File: src/rtl/word_packer_pkg.sv
// Shared sizing and state encoding for the word packer and the downstream 8-to-1 word select mux.
// Optional feature macro: WORD_PACKER_PARITY_EN (adds per-slot parity output).
package word_packer_pkg;

  localparam int unsigned WIDTH  = 32;
  localparam int unsigned DEPTH  = 8;
  localparam int unsigned CNT_W  = 4;
  localparam int unsigned SEL_W  = 3;
  localparam int unsigned BANK_W = WIDTH * DEPTH;

  typedef enum logic {
    FILL = 1'b0,
    FULL = 1'b1
  } state_e;

endpackage

File: src/rtl/word_slot.sv
// One bank slot: WIDTH-bit register with clear, write and zero-pad (priority in that order).
// With WORD_PACKER_PARITY_EN the slot also keeps the XOR reduction of its stored word.
module word_slot
  import word_packer_pkg::*;
(
  input  logic             clk,
  input  logic             resetn,
  input  logic             clr,
  input  logic             we,
  input  logic             pad,
  input  logic [WIDTH-1:0] d,
`ifdef WORD_PACKER_PARITY_EN
  output logic             par,
`endif
  output logic [WIDTH-1:0] q
);

  always_ff @(posedge clk or negedge resetn) begin
    if (!resetn) begin
      q <= '0;
    end else if (clr) begin
      q <= '0;
    end else if (we) begin
      q <= d;
    end else if (pad) begin
      q <= '0;
    end
  end

`ifdef WORD_PACKER_PARITY_EN
  // Parity tracks the slot contents; cleared and padded slots read as parity 0.
  always_ff @(posedge clk or negedge resetn) begin
    if (!resetn) begin
      par <= 1'b0;
    end else if (clr) begin
      par <= 1'b0;
    end else if (we) begin
      par <= ^d;
    end else if (pad) begin
      par <= 1'b0;
    end
  end
`endif

endmodule

File: src/rtl/word_packer_8x32.sv
// Serial-to-parallel staging buffer: packs eight 32-bit words into a flat 256-bit bank and holds it until ack.
// Optional feature macro: WORD_PACKER_PARITY_EN (adds out_parity[7:0], even parity per slot).
module word_packer_8x32
  import word_packer_pkg::*;
(
  input  logic              clk,
  input  logic              resetn,
  input  logic [WIDTH-1:0]  in_data,
  input  logic              in_valid,
  output logic              in_ready,
  input  logic              flush,
  input  logic              clear,
  output logic [BANK_W-1:0] out_bank,
  output logic              out_valid,
  input  logic              out_ack,
`ifdef WORD_PACKER_PARITY_EN
  output logic [DEPTH-1:0]  out_parity,
`endif
  output logic [CNT_W-1:0]  out_count
);

  state_e             state_q, state_d;
  logic [CNT_W-1:0]   count_q, count_d;
  logic [CNT_W-1:0]   cnt_acc;
  logic               accept;
  logic               clr;
  logic [DEPTH-1:0]   we;
  logic [DEPTH-1:0]   pad;

  always_ff @(posedge clk or negedge resetn) begin
    if (!resetn) begin
      state_q <= FILL;
      count_q <= '0;
    end else begin
      state_q <= state_d;
      count_q <= count_d;
    end
  end

  // Next state, count and per-slot write/pad strobes; clear overrides everything.
  always_comb begin
    state_d = state_q;
    count_d = count_q;
    cnt_acc = count_q;
    accept  = 1'b0;
    clr     = 1'b0;
    we      = '0;
    pad     = '0;
    if (clear) begin
      state_d = FILL;
      count_d = '0;
      clr     = 1'b1;
    end else begin
      case (state_q)
        FILL: begin
          accept = in_valid;
          if (accept) begin
            cnt_acc = count_q + CNT_W'(1);
          end
          for (int unsigned k = 0; k < DEPTH; k++) begin
            we[k] = accept && (count_q == CNT_W'(k));
          end
          count_d = cnt_acc;
          if (cnt_acc == CNT_W'(DEPTH)) begin
            state_d = FULL;
          end else if (flush && (cnt_acc != '0)) begin
            // Padding starts after any word written on this same edge.
            state_d = FULL;
            for (int unsigned k = 0; k < DEPTH; k++) begin
              pad[k] = (CNT_W'(k) >= cnt_acc);
            end
          end
        end
        FULL: begin
          if (out_ack) begin
            state_d = FILL;
            count_d = '0;
          end
        end
        default: begin
          state_d = FILL;
          count_d = '0;
        end
      endcase
    end
  end

  assign in_ready  = (state_q == FILL);
  assign out_valid = (state_q == FULL);
  assign out_count = count_q;

  for (genvar k = 0; k < DEPTH; k++) begin : g_slot
    word_slot u_slot (
      .clk    (clk),
      .resetn (resetn),
      .clr    (clr),
      .we     (we[k]),
      .pad    (pad[k]),
      .d      (in_data),
`ifdef WORD_PACKER_PARITY_EN
      .par    (out_parity[k]),
`endif
      .q      (out_bank[k*WIDTH +: WIDTH])
    );
  end

endmodule

File: config.mk
export PLATFORM = sky130hd
export DESIGN_NAME = word_packer_8x32
export DESIGN_NICKNAME = d
export VERILOG_FILES = /design/src/rtl/word_packer_pkg.sv /design/src/rtl/word_slot.sv /design/src/rtl/word_packer_8x32.sv
export SDC_FILE = /design/constraint.sdc
export NUM_CORES = 1
export LEC_CHECK = 0
export CAP_MARGIN = 20
export CORE_MARGIN = 4
export CORE_UTILIZATION = 45
export CTS_CLUSTER_SIZE = 28
export DETAILED_ROUTE_END_ITERATION = 7
export GPL_TIMING_DRIVEN = 0
export HOLD_SLACK_MARGIN = 0.15
export PLACE_DENSITY = 0.78
export SKIP_LAST_GASP = 1
export SLEW_MARGIN = 20
export SYNTH_ARGS = -nofsm -noshare
export SYNTH_HDL_FRONTEND = slang
export SYNTH_SLANG_ARGS = --single-unit
File: constraint.sdc
create_clock -name clk -period 6.36 [get_ports clk]
set_input_delay 0.954 -clock clk [delete_from_list [all_inputs] [get_ports clk]]
set_output_delay 0.954 -clock clk [all_outputs]
set_load 0.05 [all_outputs]
==> flow_metrics.tcl <==
set metrics [dict create \
    cts_buffers 27 \
    wl_microns 33700 \
    clk_pin_slew_ns 0.06 \
    io_buffers 267 \
    vdd_drop_max_v 0.000223 \
    post_cts_buffers 0 \
    grt_pass1_wl_microns 52100 \
    r2r-end "g_slot[4].u_slot.q[23]" \
    finalHoldViolations 0 \
    cp_data_required_time_ns 5.41 \
    grt_use_met2 0.409 \
    synth_area_leader_cell "dfrtp_1" \
    yosysSeqAreaShare 0.637 \
    synth-edff-count 0 \
    grt_remaining_overflow 0 \
    synthAdderAreaFrac 0.00488 \
    routed_via_density 5.97 \
    setup_ws_ns 3.22 \
    period_minus_slack_ns 3.14 \
    synth_cells 765 \
    syn_nets 807 \
    critPathKind "reg2out" \
    final_common_cell "clkdlybuf4s50_1" \
    rr_worst_depth 8 \
    critPathCaptureType "primary output" \
    clkSinkCount 261 \
    dr.first_iter.drc_count 537 \
    ant_nets 0 \
    die_y_microns 159 \
    finalSetupViolCount 0 \
    track_usage 0.258 \
    synth_top_family_by_area "compound AO/OA/AOI/OAI gates" \
    fin_skew_ns 0.00955 \
    rrSetupSlack_ns 3.75 \
    num_io_pins 300 \
    ys_async_sr_fraction 1.00 \
    setup_tns_ns 0 \
    avgSynthCellArea_sq_um 13.4 \
    rsz0062_at_grt "false" \
    cp_top_family "buffers and inverters" \
    drive_gt1_frac 0.107 \
    cpPeakStageDelay_ns 0.83 \
    final_nets 1105 \
    syn_area_sq_um 10300 \
    status "complete, no violations" \
    std_cell_rows 54 \
    grt_max_degree 100 \
    setup.worst_path.end "in_ready" \
    power_mw 3.81 \
    preCtsSetupSlack_ns 2.88 \
    p_per_area_nw_per_um2 268 \
    area_growth_syn_to_layout_pct 38.7 \
    antenna_found_initial 1 \
    start_util 0.464 \
    grt_pass1_vias 8374 \
    ys_seq_elements 261 \
    synth_xor_area_frac 0.00342 \
    yosysUniqueCellTypes 48 \
    hold_buffers 0 \
    dr.pass1.iters 5 \
    cts_tree "built" \
    drcViolationCount 0 \
    die-width_microns 159 \
    critPathLaunch "out_valid" \
    fp.coreArea_sq_um 22100 \
    yosys.area_share.simple 0.0535 \
    insertion_delay_ns 0.55 \
    dp_hpwl_microns 23200 \
    fillers 1657 \
    worst_slew_pin_slew_ns 0.934 \
    cts-root-buf "clkbuf_16" \
    crit_buf_inv 3 \
    postLayoutCoreUtil 0.644 \
    synthFlopType "dfrtp_1" \
    ys_warn_count 0 \
    layout_common_cells "clkdlybuf4s50_1 (266), dfrtp_1 (261), a22o_1 (190), nand2_1 (70), o31ai_1 (34)" \
    slew-limit-headroom 0.372 \
    worst_ep_arrival_time_ns 2.19 \
    die_area_sq_um 25300 \
    path_depth 3 \
    cts.htree.levels 1 \
    gp_congestion 0.854 \
    synth_top_area_share 0.637 \
    yosys-top-cells-area "dfrtp_1 (64%), a22o_1 (16%), a32o_1 (3.1%), nand2_1 (2.6%), o31ai_1 (2.5%)" \
    critPathLaunchType "flip-flop" \
    min_period_over_period 0.494 \
    synth_compound_area_frac 0.244 \
    dr_total_vias 8145 \
    grtUsageMet3 0.0766 \
    grtUsageMet1 0.344 \
    r2r-start "out_count[0]" \
    busiest_layer "met2" \
    crit_slowest_cell "clkdlybuf4s50_1" \
    wire_per_inst_microns 24.7 \
    drv_cap 0 \
    cp_cell_sequence "buf_2 > inv_1 > clkdlybuf4s50_1" \
    hold_ws_ns 0.414 \
    min_path_type "in2async" \
    finalMaxSlewViolations 0 \
    cts_buffer_depth 3 \
    p_leak_nw 6.38 \
    synth.mux.area_fraction 0.00342 \
    crit_fanout 10 \
    cts_resized 0 \
    max_freq_ghz 0.318 \
]
## final cells by class
type | instances | area (sq um) | share of cell area
flip-flops and latches | 261 | 6530 | 0.459
multi-input cells | 404 | 3170 | 0.223
repair buffers | 269 | 2730 | 0.192
clock buffers | 39 | 741 | 0.0521
plain buffers | 97 | 536 | 0.0377
well taps | 280 | 350 | 0.0246
clock inverters | 11 | 145 | 0.0102
inverters | 3 | 11.3 | 0.000792
diodes | 1 | 2.50 | 0.000176
## registers in the layout, indices dropped and copies added, names as in the netlist
signal	flops
g_slot.u_slot.q	256
out_count	4
out_valid	1
## layer usage
layer,share of wire,routed length [microns]
met4,0.034,1160
met5,0,0
met3,0.093,3130
met1,0.41,13700
met2,0.47,15700
## synth_stat cells (2+ instances only)
library cell / instances
nand2b_1: 2
buf_1: 23
dfrtp_1: 261
nand2_1: 70
clkbuf_2: 9
buf_4: 2
nor2b_1: 4
nor3_1: 3
buf_6: 15
o31ai_1: 34
inv_1: 3
nand3b_1: 6
a311oi_4: 3
mux2i_1: 2
nor2_1: 15
xnor2_1: 2
a2bb2o_1: 2
or3_1: 2
clkbuf_1: 16
a32o_1: 32
a22o_1: 190
xor2_1: 2
nand4_2: 2
a31oi_1: 3
ha_1: 4
a21oi_1: 5
buf_2: 32
## worst register-to-register path, cell delays in order (launching register included)
cell and delay [ns]:
dfrtp_1 0.42, buf_6 0.16, inv_1 0.13, ha_1 0.23, and4bb_2 0.26, o21ai_0 0.08
nor3_1 0.73, buf_2 0.36, o31ai_1 0.12
## kinds of logic (layout without fill, tap and decap cells)
group,count (synthesis),after routing
XOR/XNOR,4,4
buffers and inverters,100,419
flip-flops,261,261
other,0,1
AO/OA/AOI/OAI,279,279
adder cells (fa/ha/maj),4,4
multiplexers,3,3
AND/OR/NAND/NOR,114,114
## power by group
part | internal, mW | switching, mW | total, mW
clock network | 0.935 | 0.667 | 1.60
registers | 1.70 | 0.0243 | 1.72
logic | 0.142 | 0.347 | 0.488
## how the worst min path moves through the flow
stage | endpoint | slack (ns)
final | g_slot[2].u_slot.q[6] | 0.41
after global routing | g_slot[6].u_slot.q[1] | 0.46
after CTS | g_slot[6].u_slot.q[1] | 0.43
after detailed placement | g_slot[6].u_slot.q[30] | 0.48
after global placement | g_slot[2].u_slot.q[30] | 0.47
after floorplan | g_slot[0].u_slot.q[0] | 0.66
## stage by stage
step	cells	instance area, sq um
detailed placement	1314	13300
global placement	1312	13300
finish	1365	14200
floorplan	765	10300
CTS	1364	14200
global route	1365	14200
Power figures use the tool's default switching activity.
